<file path="src/rtl/hex_display_counter_if.sv">
// Board-facing pushbutton/switch inputs and HEX/LED outputs of the display counter.
interface hex_display_counter_if #(
  parameter int NUM_DIGITS = 6,
  parameter int SW_WIDTH   = 10,
  parameter int LED_WIDTH  = 10
);
  logic [2:0]              KEY;
  logic [SW_WIDTH-1:0]     SW;
  logic [7*NUM_DIGITS-1:0] HEX;
  logic [LED_WIDTH-1:0]    LEDR;

  modport master (output KEY, output SW, input HEX, input LEDR);
  modport slave  (input KEY, input SW, output HEX, output LEDR);
endinterface

</file>
<file path="src/rtl/hex_display_counter.sv">
// N-digit hex/BCD up/down counter driving 7-segment HEX and LEDR; KEY acts 3 cycles after its edge.
// Optional key debouncer enabled by HEX_DISPLAY_COUNTER_DEBOUNCE_EN (adds CLK_FREQ_HZ/1000 cycles).
module hex_display_counter #(
  parameter int NUM_DIGITS  = 6,
  parameter int CLK_FREQ_HZ = 50000000,
  parameter int TICK_HZ     = 10,
  parameter int SW_WIDTH    = 10,
  parameter int LED_WIDTH   = 10
) (
  input  logic                  CLOCK_50,
  input  logic                  RESETn,
  hex_display_counter_if.slave  bus
);

  localparam int CW   = 4 * NUM_DIGITS;
  localparam int DIV  = CLK_FREQ_HZ / TICK_HZ;
  localparam int DIVW = (DIV > 2) ? $clog2(DIV) : 1;
  localparam int LDW  = SW_WIDTH - 2;
  localparam int LEXT = (LDW > CW) ? LDW : CW;
  localparam int LEDW = LED_WIDTH - 4;
  localparam int CEXT = (LEDW > CW) ? LEDW : CW;

  // ---------------- synchronisers ----------------
  logic [2:0]          r_key_s1, r_key_s2;
  logic [SW_WIDTH-1:0] r_sw_s1, r_sw_s2;
  logic [1:0]          r_sync_vld;

  always_ff @(posedge CLOCK_50 or negedge RESETn) begin
    if (!RESETn) begin
      r_key_s1   <= 3'b111;
      r_key_s2   <= 3'b111;
      r_sw_s1    <= '0;
      r_sw_s2    <= '0;
      r_sync_vld <= 2'b00;
    end else begin
      r_key_s1   <= bus.KEY;
      r_key_s2   <= r_key_s1;
      r_sw_s1    <= bus.SW;
      r_sw_s2    <= r_sw_s1;
      r_sync_vld <= {r_sync_vld[0], 1'b1};
    end
  end

  logic w_dir_down, w_radix_bcd;
  assign w_dir_down  = r_sw_s2[SW_WIDTH-1];
  assign w_radix_bcd = r_sw_s2[SW_WIDTH-2];

  // ---------------- optional debouncer ----------------
  logic [2:0] w_key_lvl;

`ifdef HEX_DISPLAY_COUNTER_DEBOUNCE_EN
  localparam int DEBOUNCE_CYCLES = (CLK_FREQ_HZ / 1000 < 1) ? 1 : CLK_FREQ_HZ / 1000;
  localparam int DBW = $clog2(DEBOUNCE_CYCLES + 1);

  logic [2:0]     r_key_db;
  logic [DBW-1:0] r_db_cnt [3];

  always_ff @(posedge CLOCK_50 or negedge RESETn) begin
    if (!RESETn) begin
      r_key_db <= 3'b111;
      for (int k = 0; k < 3; k++) r_db_cnt[k] <= '0;
    end else begin
      for (int k = 0; k < 3; k++) begin
        if (r_key_s2[k] == r_key_db[k]) begin
          r_db_cnt[k] <= '0;
        end else if (r_db_cnt[k] == DBW'(DEBOUNCE_CYCLES - 1)) begin
          r_key_db[k] <= r_key_s2[k];
          r_db_cnt[k] <= '0;
        end else begin
          r_db_cnt[k] <= r_db_cnt[k] + DBW'(1);
        end
      end
    end
  end

  assign w_key_lvl = r_key_db;
`else
  assign w_key_lvl = r_key_s2;
`endif

  // ---------------- press detect ----------------
  // A key only arms once it has been seen released after reset, so keys held through reset are ignored.
  logic [2:0] r_key_prev, r_key_armed;
  logic [2:0] w_press;

  always_ff @(posedge CLOCK_50 or negedge RESETn) begin
    if (!RESETn) begin
      r_key_prev  <= 3'b111;
      r_key_armed <= 3'b000;
    end else begin
      r_key_prev  <= w_key_lvl;
      if (r_sync_vld[1]) r_key_armed <= r_key_armed | r_key_s2;
    end
  end

  assign w_press = r_key_armed & r_key_prev & ~w_key_lvl;

  logic w_run_press, w_load_press, w_clr_press;
  assign w_run_press  = w_press[0];
  assign w_load_press = w_press[1];
  assign w_clr_press  = w_press[2];

  // ---------------- tick divider ----------------
  logic [DIVW-1:0] r_div;
  logic            w_tick;

  assign w_tick = (r_div == DIVW'(DIV - 1));

  always_ff @(posedge CLOCK_50 or negedge RESETn) begin
    if (!RESETn)     r_div <= '0;
    else if (w_tick) r_div <= '0;
    else             r_div <= r_div + DIVW'(1);
  end

  // ---------------- next-count logic ----------------
  logic [CW-1:0] r_count;
  logic          r_run, r_wrap, r_radix_prev;

  logic [CW-1:0] w_hex_next;
  logic          w_hex_wrap;

  assign w_hex_next = w_dir_down ? (r_count - CW'(1)) : (r_count + CW'(1));
  assign w_hex_wrap = w_dir_down ? (r_count == '0) : (r_count == '1);

  // Ripple carry/borrow through the decimal digits; a carry out of the top digit is a wrap.
  logic [CW-1:0] w_bcd_next;
  logic          w_bcd_c;
  logic          w_bcd_wrap;

  always_comb begin
    w_bcd_next = r_count;
    w_bcd_c    = 1'b1;
    for (int i = 0; i < NUM_DIGITS; i++) begin
      if (w_bcd_c) begin
        if (!w_dir_down) begin
          if (r_count[4*i +: 4] >= 4'd9) begin
            w_bcd_next[4*i +: 4] = 4'd0;
          end else begin
            w_bcd_next[4*i +: 4] = r_count[4*i +: 4] + 4'd1;
            w_bcd_c              = 1'b0;
          end
        end else begin
          if (r_count[4*i +: 4] == 4'd0) begin
            w_bcd_next[4*i +: 4] = 4'd9;
          end else begin
            w_bcd_next[4*i +: 4] = r_count[4*i +: 4] - 4'd1;
            w_bcd_c              = 1'b0;
          end
        end
      end
    end
    w_bcd_wrap = w_bcd_c;
  end

  // Load value: zero-extend/truncate the switch field, then clamp nibbles to 9 in BCD.
  logic [LEXT-1:0] w_ld_ext;
  logic [CW-1:0]   w_ld_val;

  assign w_ld_ext = LEXT'(r_sw_s2[LDW-1:0]);

  always_comb begin
    w_ld_val = w_ld_ext[CW-1:0];
    if (w_radix_bcd) begin
      for (int i = 0; i < NUM_DIGITS; i++) begin
        if (w_ld_val[4*i +: 4] > 4'd9) w_ld_val[4*i +: 4] = 4'd9;
      end
    end
  end

  logic w_radix_chg;
  assign w_radix_chg = (w_radix_bcd != r_radix_prev);

  // ---------------- state registers ----------------
  always_ff @(posedge CLOCK_50 or negedge RESETn) begin
    if (!RESETn) begin
      r_count      <= '0;
      r_run        <= 1'b0;
      r_wrap       <= 1'b0;
      r_radix_prev <= 1'b0;
    end else begin
      r_radix_prev <= w_radix_bcd;
      if (w_clr_press) begin
        r_count <= '0;
        r_run   <= 1'b0;
        r_wrap  <= 1'b0;
      end else begin
        if (w_run_press) r_run <= ~r_run;
        if (w_load_press) begin
          r_count <= w_ld_val;
          r_wrap  <= 1'b0;
        end else if (w_radix_chg) begin
          r_count <= '0;
          r_wrap  <= 1'b0;
        end else if (w_tick && r_run) begin
          r_count <= w_radix_bcd ? w_bcd_next : w_hex_next;
          if (w_radix_bcd ? w_bcd_wrap : w_hex_wrap) r_wrap <= 1'b1;
        end
      end
    end
  end

  // ---------------- outputs ----------------
  function automatic logic [6:0] seg_decode(input logic [3:0] n);
    case (n)
      4'h0: seg_decode = 7'b1000000;
      4'h1: seg_decode = 7'b1111001;
      4'h2: seg_decode = 7'b0100100;
      4'h3: seg_decode = 7'b0110000;
      4'h4: seg_decode = 7'b0011001;
      4'h5: seg_decode = 7'b0010010;
      4'h6: seg_decode = 7'b0000010;
      4'h7: seg_decode = 7'b1111000;
      4'h8: seg_decode = 7'b0000000;
      4'h9: seg_decode = 7'b0010000;
      4'hA: seg_decode = 7'b0001000;
      4'hB: seg_decode = 7'b0000011;
      4'hC: seg_decode = 7'b1000110;
      4'hD: seg_decode = 7'b0100001;
      4'hE: seg_decode = 7'b0000110;
      default: seg_decode = 7'b0001110;
    endcase
  endfunction

  logic [7*NUM_DIGITS-1:0] w_hex;

  always_comb begin
    w_hex = '0;
    for (int i = 0; i < NUM_DIGITS; i++) begin
      w_hex[7*i +: 7] = seg_decode(r_count[4*i +: 4]);
    end
  end

  logic [CEXT-1:0] w_count_ext;
  assign w_count_ext = CEXT'(r_count);

  assign bus.HEX  = w_hex;
  assign bus.LEDR = {w_count_ext[LEDW-1:0], w_radix_bcd, w_dir_down, r_wrap, r_run};

endmodule

</file>
<file path="src/flat_wrapper.sv">
// flat-port wrapper written by rule: the top's interface ports become plain ports
module hex_display_counter_flat 
#(
  parameter int NUM_DIGITS  = 6,
  parameter int CLK_FREQ_HZ = 50000000,
  parameter int TICK_HZ     = 10,
  parameter int SW_WIDTH    = 10,
  parameter int LED_WIDTH   = 10
)
  (CLOCK_50, RESETn, bus_KEY, bus_SW, bus_HEX, bus_LEDR);
  hex_display_counter_if #(.NUM_DIGITS(NUM_DIGITS), .SW_WIDTH(SW_WIDTH), .LED_WIDTH(LED_WIDTH)) bus_i ();
  input  logic CLOCK_50;
  input  logic RESETn;
  input wire logic [$bits(bus_i.KEY)-1:0] bus_KEY;
  input wire logic [$bits(bus_i.SW)-1:0] bus_SW;
  output wire logic [$bits(bus_i.HEX)-1:0] bus_HEX;
  output wire logic [$bits(bus_i.LEDR)-1:0] bus_LEDR;
  assign bus_i.KEY = bus_KEY;
  assign bus_i.SW = bus_SW;
  assign bus_HEX = bus_i.HEX;
  assign bus_LEDR = bus_i.LEDR;
  hex_display_counter #(.NUM_DIGITS(NUM_DIGITS), .CLK_FREQ_HZ(CLK_FREQ_HZ), .TICK_HZ(TICK_HZ), .SW_WIDTH(SW_WIDTH), .LED_WIDTH(LED_WIDTH)) u_core (.CLOCK_50(CLOCK_50), .RESETn(RESETn), .bus(bus_i));
endmodule
</file>
<file path="config.mk">
export PLATFORM = sky130hd
export DESIGN_NAME = hex_display_counter_flat
export DESIGN_NICKNAME = d
export VERILOG_FILES = /design/src/rtl/hex_display_counter_if.sv /design/src/rtl/hex_display_counter.sv /design/src/flat_wrapper.sv
export SDC_FILE = /design/constraint.sdc
export NUM_CORES = 1
export LEC_CHECK = 0
export CAP_MARGIN = 20
export CORE_MARGIN = 3
export CORE_UTILIZATION = 49
export CTS_BUF_LIST = sky130_fd_sc_hd__clkbuf_16
export DETAILED_ROUTE_END_ITERATION = 10
export GPL_TIMING_DRIVEN = 0
export PLACE_DENSITY = 0.7
export SYNTH_ARGS = -nofsm -noshare
export SYNTH_HDL_FRONTEND = slang
export SYNTH_SLANG_ARGS = --single-unit
export TNS_END_PERCENT = 1
</file>
<file path="constraint.sdc">
create_clock -name CLOCK_50 -period 3.6 [get_ports CLOCK_50]
set_input_delay 0.72 -clock CLOCK_50 [delete_from_list [all_inputs] [get_ports CLOCK_50]]
set_output_delay 0.72 -clock CLOCK_50 [all_outputs]
set_load 0.1 [all_outputs]
</file>
==> impl_metrics.toml, run 1 <==
[run_status]
status = "completed"

[global_route]
grt_pass1_wl_um = 32100
grt.total_usage_pct = 24.4
grt_pass1_vias = 6251
grt-ovfl-total = 0
antenna_found_initial = 0
grt_max_degree = 72

[route]
vias_per_cell = 5.94
ant_nets = 0
initialDrtViolationCount = 476
num_vias = 6705
drt_pass1_iterations = 4
totalWireLength_um = 19600
drc = 0
drt-wirelength-per-cell_um = 17.4

[cells_and_area]
finish.utilization_pct = 59.2
diodes = 0
fin_area_um2 = 8350
fillerInstances = 1340
layout-drive-gt1-share_pct = 9.81
syn_to_final_growth_pct = 16.4
seqCellArea_um2 = 2110
nets = 1020
multiInputGateArea_um2 = 4670

[placed_design]
portBuffers = 66
placed_area_um2 = 8090
place.gp.congestion = 0.946
place_hpwl_um = 14400

[sta]
setup-violations-final = 0
rsz0062_at_grt = "yes"
slew-limit-headroom_pct = 34.9
skew_ns = 0.0151
timing_hold_violations_final = 0
report.final.slew_viol_count = 0
post-route-period-util_pct = 97.5
tightest_slew_ns = 0.974
post-route-min-period_ns = 3.51
holdWs_ns = 0.226
fmax_mhz = 285

[synthesis]
synthFlopType = "dfrtp_1"
synth-seq-cells = 84
synth_nets = 941
ys_warn_count = 0
ys_seq_area_share_pct = 29.4
syn_area_um2 = 7180
synth_edf_count = 0
syn_inst = 864
synth_area_per_cell_um2 = 8.31
ys_types = 85
async_flop_share_pct = 100

[clock_network]
holdBufCountCts = 0
cts_made_buffers = 9
cts-root-buf = "clkbuf_16"
cts_buffer_depth = 2
numClockSinks = 84
cts_tree = "done"
clk_latency_ns = 0.35
clk_pin_slew_ns = 0.07
htreeDepth = 3

[setup_path]
cp-end-kind = "primary output"
rrSetupSlack_ns = 0.39
crit_fanout = 9
cp_data_arrival_time_ns = 2.79
critical-path-top-delay-family = "buffers and inverters"
critPathLaunchType = "flop"
crit_required_ns = 2.88
worstSetupPathType = "reg2out"
crit_buf_inv = 3
cpPeakStageDelay_ns = 0.86
crit_path_cell_trace = "clkbuf_1 > inv_1 > ha_1 > nor2_1 > nand2_1 > o21ai_0 > clkdlybuf4s15_1"
cpMaxStageDelayCell = "clkdlybuf4s15_1"

[min_path]
min_path_type = "in2async"

[die]
start_util_pct = 50.9
coreArea_um2 = 14100
dieArea_um2 = 16100
die_height_um = 127
ioPinCount = 67
fp-row-count = 43
die_w_um = 127

[power]
power_density_nw_per_um2 = 379
p_leak_nw = 3.57
vdd_drop_max_v = 0.000407

[flow_run]
drv_cap = 0
## metrics by stage
step                      setup WS [ns]  setup TNS (ns)  power [mW]  std cells
after global routing             -0.115          -0.231        3.32       1128
final                            0.0897               0        3.17       1128
after detailed placement        -0.0588         -0.0812        2.19       1111
after floorplan                  -0.406           -3.62        1.91        864
after global placement            -1.29          -98.36        2.18       1110
after CTS                       -0.0854         -0.0854        3.19       1127
## logic make-up after synthesis
kind of cell,Yosys count,synth area share [%]
DFF,84,29.4
muxes,22,3.63
AOI/OAI and AO/OA,276,24.5
xor gates and xnor gates,43,5.25
other,1,0.0522
buffers and inverters,84,5.60
adders and majority gates,62,10.9
and+or+nand+nor,292,20.7
## path summary, 6_finish.rpt
check	from	to	depth (start not counted)
worst max-delay path	u_core.r_count[0]$_DFFE_PN0P_	bus_HEX[4]	7
worst min-delay path	RESETn	u_core.r_count[10]$_DFFE_PN0P_	1
worst max register to register	u_core.r_count[0]$_DFFE_PN0P_	u_core.r_count[21]$_DFFE_PN0P_	9
worst min register to register	u_core.r_sw_s1[0]$_DFF_PN0_	u_core.r_sw_s2[0]$_DFF_PN0_	0
max in group asynchronous	RESETn	u_core.r_key_prev[1]$_DFF_PN1_	2
min in group CLOCK_50	u_core.r_sw_s1[0]$_DFF_PN0_	u_core.r_sw_s2[0]$_DFF_PN0_	0
## layout make-up
class | count | area share (%)
multi-input combinational | 696 | 55.9
sequential | 84 | 25.3
timing repair buffer | 68 | 7.48
buffer | 49 | 3.24
clock buffer | 9 | 2.70
tap | 180 | 2.70
inverter | 35 | 1.57
clock inverter | 7 | 1.12
## Yosys cell counts (7+ instances only)
cell type | number | area (µm²)
nand3_1 | 28 | 140
o21ai_0 | 77 | 385
dfstp_2 | 9 | 236
a211oi_1 | 10 | 75.1
o211ai_1 | 12 | 90.1
nand2_1 | 83 | 312
nor2b_1 | 11 | 68.8
clkbuf_1 | 24 | 90.1
nor3_1 | 9 | 45.0
xnor2_1 | 25 | 219
a21o_1 | 7 | 52.6
xor2_1 | 18 | 158
ha_1 | 61 | 763
and3_1 | 8 | 50.1
nor3b_1 | 7 | 52.6
nor2_1 | 83 | 312
o22ai_1 | 17 | 106
buf_4 | 11 | 82.6
a22o_1 | 7 | 61.3
mux2i_1 | 17 | 170
nand4_1 | 14 | 87.6
a31oi_1 | 16 | 100
inv_1 | 35 | 131
a21oi_1 | 72 | 360
nand2b_1 | 12 | 75.1
dfrtp_1 | 75 | 1880
## layer usage
layer  vias up  track usage (%)  share of wire, %
met5         -                0                 0
met4         0             5.36               1.7
met3        25             4.18               4.4
met2       179             38.6                47
met1      3183             35.3                47
li1       3318                -                 -
## report_power, final
part | leakage, nW | total, mW | internal (mW) | switching, mW
sequential | 1.05 | 1.03 | 0.981 | 0.0506
combinational | 2.36 | 1.12 | 0.315 | 0.809
clock | 0.157 | 1.01 | 0.607 | 0.406
total | 3.57 | 3.17 | 1.90 | 1.27
## registers in the layout (all words and copies together) (netlist names)
name	count
u_core.r_count	24
u_core.r_div	23
u_core.r_sw_s1	10
u_core.r_sw_s2	10
u_core.r_key_armed	3
u_core.r_key_prev	3
u_core.r_key_s1	3
u_core.r_key_s2	3
u_core.r_sync_vld	2
u_core.r_radix_prev	1
u_core.r_run	1
u_core.r_wrap	1
## cell usage in the layout, fill, tap and decap left out, types with 14 or more instances in the layout
cell type        netlist  final
a21oi_1               72     72
a31oi_1               16     16
clkbuf_1              24     24
clkbuf_2               1     17
clkdlybuf4s50_1        0     23
dfrtp_1               75     75
dlygate4sd2_1          0     14
ha_1                  61     61
inv_1                 35     36
mux2i_1               17     17
nand2_1               83     83
nand3_1               28     28
nand4_1               14     14
nor2_1                83     83
o21ai_0               77     77
o22ai_1               17     17
xnor2_1               25     25
xor2_1                18     18
## what timing repair did
action                     CTS  global route
setup endpoints to repair   38            25
setup buffers                0             0
pin swaps                    0             0
resized for setup           46            47
No activity file was read; power rests on OpenSTA's default activity.
==> run 2, diff against run 1 <==
Settings changed: CTS_CLUSTER_DIAMETER from default to 60, TNS_END_PERCENT 1 to default.
==> run 2 against run 1 <==
Against the previous run: count of clock-buffer cells in the layout unchanged; core utilization decreased by 0.22 points; die area unchanged; largest power group unchanged; non-clock buffer count unchanged; worst setup slack improved by 0.043 ns; clock skew decreased by 0.0055 ns; register-to-register slack improved by 0.11 ns; sequential share of layout area increased by 0.095 points; routed wire length decreased by 1.8%; clock power decreased by 13%; global-route usage decreased by 0.34 points; design area decreased by 0.37%.
==> impl_metrics.toml, run 2 (same netlist as run 1, synthesis figures left out) <==
[setup_path]
reg2reg_from = "u_core.r_count[0]$_DFFE_PN0P_"
cp_data_arrival_time_ns = 2.75
rrSetupSlack_ns = 0.50
ff2ff_path_depth = 10
worstSetupPathType = "reg2out"
cp-end-kind = "primary output"
critPathLaunchType = "flop"
crit_required_ns = 2.88
crit_fanout = 10
r2r_end = "u_core.r_count[23]$_DFFE_PN0P_"

[sta]
skew_ns = 0.00958
holdWs_ns = 0.229
tightest_slew_ns = 0.981
slew-limit-headroom_pct = 34.4
post-route-min-period_ns = 3.47
rsz0062_at_grt = "no"
report.final.slew_viol_count = 0
setup-violations-final = 0
timing_hold_violations_final = 0
post-route-period-util_pct = 96.3
fmax_mhz = 288

[clock_network]
cts_tree = "done"
cts_buffer_depth = 2
cts_made_buffers = 9
post_cts_buffers = 0
clk_pin_slew_ns = 0.07
cts-root-buf = "clkbuf_16"
holdBufCountCts = 0
clk_latency_ns = 0.35
numClockSinks = 84
htreeDepth = 3
cts_resized = 46

[power]
p_leak_nw = 3.55
power_density_nw_per_um2 = 364
vdd_drop_max_v = 0.000357

[placed_design]
place_inst = 1111
place.gp.congestion = 0.948
portBuffers = 66
placed_area_um2 = 8110
place_hpwl_um = 14500

[die]
fp-row-count = 43
ioPinCount = 67
coreArea_um2 = 14100
die_w_um = 127
start_util_pct = 50.9
dieArea_um2 = 16100
die_height_um = 127

[cells_and_area]
nets = 1020
layout-drive-gt1-share_pct = 10.4
instances_no_fill = 1128
top_regs = "u_core.r_count x24, u_core.r_div x23"
largest_reg_flops = 24
fin_area_um2 = 8320
multiInputGateArea_um2 = 4690
diodes = 0
finish.utilization_pct = 59.0
syn_to_final_growth_pct = 15.9
fillerInstances = 1346
max_flop_register = "u_core.r_count"
seqCellArea_um2 = 2110
final_cell_mix = "83 x nand2_1, 83 x nor2_1, 75 x dfrtp_1"

[global_route]
grt.total_usage_pct = 24.1
antenna_found_initial = 0
grt_pass1_vias = 6272
grt_pass1_wl_um = 31800
grt-ovfl-total = 0
grt_max_degree = 72

[route]
vias_per_cell = 5.87
ant_nets = 0
drt-wirelength-per-cell_um = 17.0
num_vias = 6626
drc = 0
drt_pass1_iterations = 5
totalWireLength_um = 19200
initialDrtViolationCount = 527

[min_path]
min_path_type = "in2async"

[run_status]
status = "completed"

[flow_run]
drv_cap = 0
run 2: where the power goes:
group	switching, mW	internal (mW)
registers	0.0496	0.981
logic	0.807	0.315
clock network	0.406	0.470
total	1.26	1.77
run 2: worst max-delay path, stage by stage (launching register included):
cell and delay (ns):
dfrtp_1 0.47, buf_1 0.42, clkbuf_1 0.41, nand2_1 0.11, o21ai_1 0.12, dlygate4sd2_1 0.86
run 2: how the worst max path moves through the flow:
stage / from / to / slack (ns) / depth (start not counted)
finish: u_core.r_count[15]$_DFFE_PN0P_ / bus_HEX[23] / 0.13 / 5
global route: u_core.r_count[19]$_DFFE_PN0P_ / bus_HEX[31] / 0.01 / 4
CTS: u_core.r_count[0]$_DFFE_PN0P_ / bus_HEX[6] / 0.02 / 7
detailed placement: u_core.r_count[0]$_DFFE_PN0P_ / bus_HEX[3] / -0.04 / 7
global placement: RESETn / u_core.r_sw_s1[6]$_DFF_PN0_ / -1.27 / 1
floorplan: u_core.r_count[0]$_DFFE_PN0P_ / bus_HEX[3] / 0.11 / 6
run 2: metal layers:
layer  vias up  part of all wire, %  GRT usage [%]
met3        25                  4.6           3.47
li1       3319                    -              -
met5         -                    0              0
met4         0                  1.4           5.80
met1      3121                   47           34.0
met2       161                   47           39.3
run 2: layout make-up:
type	instances	area share, %
multi-input combinational	696	56.3
sequential	84	25.4
buffer	49	3.26
inverter	35	1.58
timing repair buffer	68	7.41
tap	180	2.71
clock inverter	7	0.586
clock buffer	9	2.71
run 2: metrics by stage:
stage          setup WS [ns]  TNS [ns]  total power, mW
6_report               0.133         0             3.03
5_1_grt               0.0111         0             3.17
4_1_cts               0.0225         0             3.05
3_5_place_dp         -0.0421   -0.0421             2.19
3_3_place_gp           -1.27    -96.90             2.19
2_1_floorplan          0.108         0             1.91
